## src/rtl/hazard_forward_ctrl.sv

```systemverilog
// EX-stage forwarding select generation, load-use stall and branch flush control.
// Tracks {valid, rd, reg_write, mem_read} for the EX, MEM and WB pipeline slots.
module hazard_forward_ctrl #(
   parameter int REG_ADDR_W = 5
) (
   input  logic                  CLK,
   input  logic                  RESET,
   input  logic                  ID_VALID,
   input  logic [REG_ADDR_W-1:0] ID_RS1,
   input  logic [REG_ADDR_W-1:0] ID_RS2,
   input  logic [REG_ADDR_W-1:0] ID_RD,
   input  logic                  ID_REG_WRITE,
   input  logic                  ID_MEM_READ,
   input  logic                  BRANCH_TAKEN,
   input  logic                  BUSYWAIT,
   output logic [1:0]            FWD_A_SEL,
   output logic [1:0]            FWD_B_SEL,
   output logic                  STALL,
   output logic                  FLUSH,
   output logic                  EX_VALID
);

   typedef struct packed {
      logic                  valid;
      logic [REG_ADDR_W-1:0] rd;
      logic                  reg_write;
      logic                  mem_read;
   } slot_t;

   localparam logic [1:0] SEL_REGFILE = 2'b00;
   localparam logic [1:0] SEL_EX_MEM  = 2'b01;
   localparam logic [1:0] SEL_MEM_WB  = 2'b10;

   slot_t ex_q, ex_d;
   slot_t mem_q, mem_d;
   slot_t wb_q, wb_d;
   logic [1:0][1:0] sel_q, sel_d;
   logic [1:0][1:0] sel_new;
   logic [1:0][REG_ADDR_W-1:0] id_rs;
   logic lu_hit;
   logic wb_trace_unused;

   function automatic logic produces(input slot_t p, input logic [REG_ADDR_W-1:0] rs);
      return p.valid & p.reg_write & (p.rd != '0) & (p.rd == rs);
   endfunction

   assign id_rs = {ID_RS2, ID_RS1};

   // The EX producer lands in MEM and the MEM producer in WB while the consumer is in EX;
   // checking EX first makes the youngest producer win.
   genvar gi;
   generate
      for (gi = 0; gi < 2; gi++) begin : g_sel
         assign sel_new[gi] = !ID_VALID                 ? SEL_REGFILE :
                              produces(ex_q, id_rs[gi])  ? SEL_EX_MEM  :
                              produces(mem_q, id_rs[gi]) ? SEL_MEM_WB  :
                                                           SEL_REGFILE;
      end
   endgenerate

   always_comb begin
      lu_hit = ID_VALID & ex_q.mem_read &
               (produces(ex_q, ID_RS1) | produces(ex_q, ID_RS2));
      STALL  = lu_hit & ~BRANCH_TAKEN & ~BUSYWAIT;
      FLUSH  = BRANCH_TAKEN & ~BUSYWAIT;

      ex_d  = ex_q;
      mem_d = mem_q;
      wb_d  = wb_q;
      sel_d = sel_q;
      if (!BUSYWAIT) begin
         wb_d  = mem_q;
         mem_d = ex_q;
         if (BRANCH_TAKEN || STALL) begin
            ex_d  = '0;
            sel_d = '0;
         end else begin
            ex_d  = {ID_VALID, ID_RD, ID_REG_WRITE, ID_MEM_READ};
            sel_d = sel_new;
         end
      end
   end

   always_ff @(posedge CLK) begin
      if (RESET) begin
         ex_q  <= '0;
         mem_q <= '0;
         wb_q  <= '0;
         sel_q <= '0;
      end else begin
         ex_q  <= ex_d;
         mem_q <= mem_d;
         wb_q  <= wb_d;
         sel_q <= sel_d;
      end
   end

   // WB never forwards (regfile writes before read); kept only for trace visibility.
   assign wb_trace_unused = ^wb_q;

   assign FWD_A_SEL = sel_q[0];
   assign FWD_B_SEL = sel_q[1];
   assign EX_VALID  = ex_q.valid;

endmodule

```

## config.mk

```make
export PLATFORM = sky130hd
export DESIGN_NAME = hazard_forward_ctrl
export DESIGN_NICKNAME = d
export VERILOG_FILES = /design/src/rtl/hazard_forward_ctrl.sv
export SDC_FILE = /design/constraint.sdc
export NUM_CORES = 1
export LEC_CHECK = 0
export CELL_PAD_IN_SITES_DETAIL_PLACEMENT = 0
export CELL_PAD_IN_SITES_GLOBAL_PLACEMENT = 1
export CORE_UTILIZATION = 37
export DETAILED_ROUTE_END_ITERATION = 12
export GPL_ROUTABILITY_DRIVEN = 1
export PLACE_DENSITY_LB_ADDON = 0.12
export SKIP_CTS_REPAIR_TIMING = 1
export SLEW_MARGIN = 20
export SYNTH_ARGS = -nofsm -noshare
export SYNTH_HDL_FRONTEND = slang
export SYNTH_SLANG_ARGS = --single-unit
```

## constraint.sdc

```tcl
create_clock -name CLK -period 2.5 [get_ports CLK]
set_input_delay 0.25 -clock CLK [delete_from_list [all_inputs] [get_ports CLK]]
set_output_delay 0.25 -clock CLK [all_outputs]
set_load 0.01 [all_outputs]
```

# Yosys cells after proc, flatten, opt, wreduce, memory -nomap -nowiden
# Index checks and enable logic that the tools add are counted.
# totals
mem_bits_ro	0
mem_bits_rw	0
memories	0
input_bits	22
latch_bits	0
reg_bits	19
# classes
n_eq_ne	4
mux	8
n_reduce_logical	3
mul	0
order_cmp	0
shift	0
bitwise_logic	16
div	0
n_addsub	0
# ops
op	count
5-bit equality test	4
1-bit bitwise AND	13
2-bit two-way mux	6
5-bit nonzero test	2
8-bit two-way mux	1
4-bit two-way mux	1
1-bit NOT	2
1-bit logical OR	1
1-bit bitwise OR	1

# Logic depth before layout (Yosys ltp)
# logic_depth
ltp_word	9
mapped_depth	6
ltp_nobuf	5

# Worst setup path after synthesis
# OpenSTA, ideal clock, no wires.
# synth_path
path_type	flip-flop to output port
startpoint	register ex_q[4] (netlist name)
endpoint	output STALL
stages_incl_launch_ff	6
arrival_ns	1.387
slack_ns	0.863
cell_sequence	dfxtp_1 > or4_1 > o211ai_2 > a211o_1 > buf_6 > inv_1
# synth_via
elab_chain_len	7
word_cells_on_any_way	10
cone_classes	2 x eq/ne; 7 x bitwise; 1 x reduce/logical
# synth_rtl
element	line	source
from (decl)	34	slot_t ex_q, ex_d;
from (signal assigned)	86	ex_q <= '0;
from (signal assigned)	91	ex_q <= ex_d;
5-bit nonzero test	44	return p.valid & p.reg_write & (p.rd != '0) & (p.rd == rs);
1-bit bitwise AND (2 in series)	44	
1-bit bitwise OR *	63	(produces(ex_q, ID_RS1) | produces(ex_q, ID_RS2));
1-bit bitwise AND *	62	lu_hit = ID_VALID & ex_q.mem_read &
1-bit bitwise AND * (2 in series)	64	STALL = lu_hit & ~BRANCH_TAKEN & ~BUSYWAIT;
to (decl)	18	output logic STALL,
# Mark *: on every way between the ends. The rest lies on a longest branch, timed or not.

# Worst setup path in the final report
# Same ends and word-level chain as after synthesis.

==> impl_metrics.json <==
{
  "insertion_delay_ps": 300,
  "nNetsFinal": 153,
  "cpPeakStageDelay_ps": 550,
  "cts_buffer_depth": 2,
  "drt_iter0_markers": 8,
  "relSlewSlack": 0.829,
  "grt_overflow": 0,
  "syn2layout_area_growth_pct": 38.0,
  "antenna_left": 0,
  "cp_max_fo": 5,
  "grt_use_total": 0.180,
  "ys_warn_count": 0,
  "finalPower_w": 0.000574,
  "num-fill-cells": 230,
  "cts_tree": "built",
  "grt_max_degree": 13,
  "firstDrtPassIters": 4,
  "die_x_um": 52.9,
  "wirelength_um": 2160,
  "cp_top_family": "simple AND/OR/NAND/NOR gates",
  "cts-buffers-inserted": 3,
  "hold_path.class": "register to register",
  "setup-violations-final": 0,
  "detailed_place_hpwl_um": 1740,
  "powerDensity_nw_per_um2": 434,
  "slew_violations": 0,
  "ir_drop_v": 0.000330,
  "post-route-cell-area_um2": 1320,
  "yosysMostFrequentCell": "dfxtp_1",
  "clkTransAtPathRegs_ps": 120,
  "ys_seq_elements": 19,
  "synth_area_per_cell_um2": 9.88,
  "grt_pass1_vias": 793,
  "hold_viol": 0,
  "cp_slowest_cell": "or4_1",
  "synth_cell_type_count": 25,
  "ys_top_cells_by_count": "19 x dfxtp_1, 14 x xor2_1, 11 x nor2_1, 8 x a32o_1, 7 x mux2i_1",
  "dp.cells": 156,
  "num_rows": 18,
  "grt_pass1_wl_um": 3540,
  "yosys-top-cells-area": "dfxtp_1 40%, xor2_1 13%, a32o_1 8.4%",
  "multi_input_area_um2": 551,
  "maxCapViolCount": 0,
  "gp_congestion": 0.838,
  "worst_slew_pin_slew_ps": 256,
  "finalClockSkew_ps": 14.6,
  "yosysSeqAreaShare": 0.397,
  "max_freq_mhz": 473,
  "numPortBuffers": 28,
  "start_util": 0.390,
  "via_per_inst": 5.22,
  "via_count": 835,
  "final.min_clock_period_ps": 2110,
  "postPlaceCellArea_um2": 1290,
  "regArea_um2": 383,
  "async_flop_share": 0,
  "cp-start-kind": "register",
  "antennaDiodeCount": 0,
  "arrival_ps": 1860,
  "wire_per_inst_um": 13.5,
  "outcome": "complete, no violations",
  "netlist_area_um2": 958,
  "synth_top_area_frac": 0.397,
  "die_area_um2": 2800,
  "leakage_nw": 0.544,
  "finalSetupTns_ps": 0,
  "stdcell_count": 160,
  "core_area_um2": 2450,
  "cts_root_buf": "clkbuf_4",
  "drive_gt1_frac": 0.108,
  "worstPathRequired_ps": 2250,
  "drc_errors": 0,
  "synth_edf_count": 0,
  "critPathKind": "register to primary output",
  "synth_flop_cell": "dfxtp_1",
  "critPathBufInv": 2,
  "rsz0062_at_grt": "no",
  "path_cells": "or4_1 -> o211ai_2 -> a211o_1 -> inv_1 -> dlymetal6s2s_1",
  "syn_inst": 97,
  "cts_max_level": 1,
  "num_io_pins": 29,
  "synthesis.nets": 119,
  "die_h_um": 52.9,
  "period_share": 0.845,
  "synth_largest_area_cell": "dfxtp_1",
  "cts_sinks": 19,
  "grt_antenna_before_repair": 0,
  "cp-end-kind": "primary output"
}
==> layer usage <==
metal  global-route usage  routed length, um  part of all wire  up-vias
met4               0.0658                 15            0.0069        0
met5                    0                  0                 0        -
met1                0.234               1030              0.48      395
li1                     -                  -                 -      419
met2                0.289               1010              0.47       19
met3               0.0374                100             0.046        2
==> area by class of cell <==
cell class / count / share of cell area
timing repair buffer: 33 / 0.242
sequential: 19 / 0.289
inverter: 1 / 0.00284
multi-input combinational: 73 / 0.416
tap: 30 / 0.0284
clock buffer: 3 / 0.0170
clock inverter: 1 / 0.00378
==> worst reg2reg max path, stage by stage, from the launching register on <==
cell and delay, ps:
dfxtp_1 380, xor2_1 180, nor4_1 270, nand2_1 140
a211o_1 310, buf_4 170, a32o_1 240
==> report_power, final <==
part | total (W) | switching (W) | internal (W)
registers | 0.000321 | 0.0000106 | 0.000310
clock network | 0.000156 | 0.0000967 | 0.0000596
logic | 0.0000970 | 0.0000376 | 0.0000594
==> path summary, 6_finish.rpt <==
| kind | startpoint | endpoint | slack, ps | cells past startpoint |
|---|---|---|---|---|
| worst min-delay path | FWD_A_SEL[1] | FWD_A_SEL[1] | 460 | 2 |
| worst max-delay path | ex_q[4] | STALL | 390 | 5 |
| worst max register to register | ex_q[2] | ex_q[5] | 710 | 6 |
| worst min register to register | FWD_A_SEL[1] | FWD_A_SEL[1] | 460 | 2 |
==> registers in the layout, summed over array words and instances (netlist names) <==
signal     cells
EX_VALID       1
FWD_A_SEL      2
FWD_B_SEL      2
ex_q           7
mem_q          7
==> per-stage QoR <==
step | setup slack (ps) | hold slack (ps) | utilization
after floorplan | 863 | 404 | -
after global placement | 61.8 | 443 | 0.525
after detailed placement | 55.3 | 447 | 0.525
after CTS | 33.5 | 468 | 0.537
after global routing | 275 | 508 | 0.539
final | 386 | 463 | 0.539
==> placed cells by master, fill, tap and decap left out, types with 3 or more instances in the layout <==
master	n
mux2i_1	7
clkdlybuf4s50_1	27
clkbuf_4	3
a32o_1	8
nor2_1	11
buf_4	5
dfxtp_1	17
nand4_1	3
nor3_1	5
xnor2_1	6
nand2_1	4
xor2_1	14
==> cells by family (layout without fill, tap and decap cells) <==
kind of cell	Yosys count	count (layout)	synth area share
buf+inv	5	38	0.0287
mux	7	7	0.0731
compound gates	15	15	0.145
flops	19	19	0.397
xor+xnor	20	20	0.183
simple gates	31	31	0.174
Note: power is estimated with default switching activity, not from simulation.
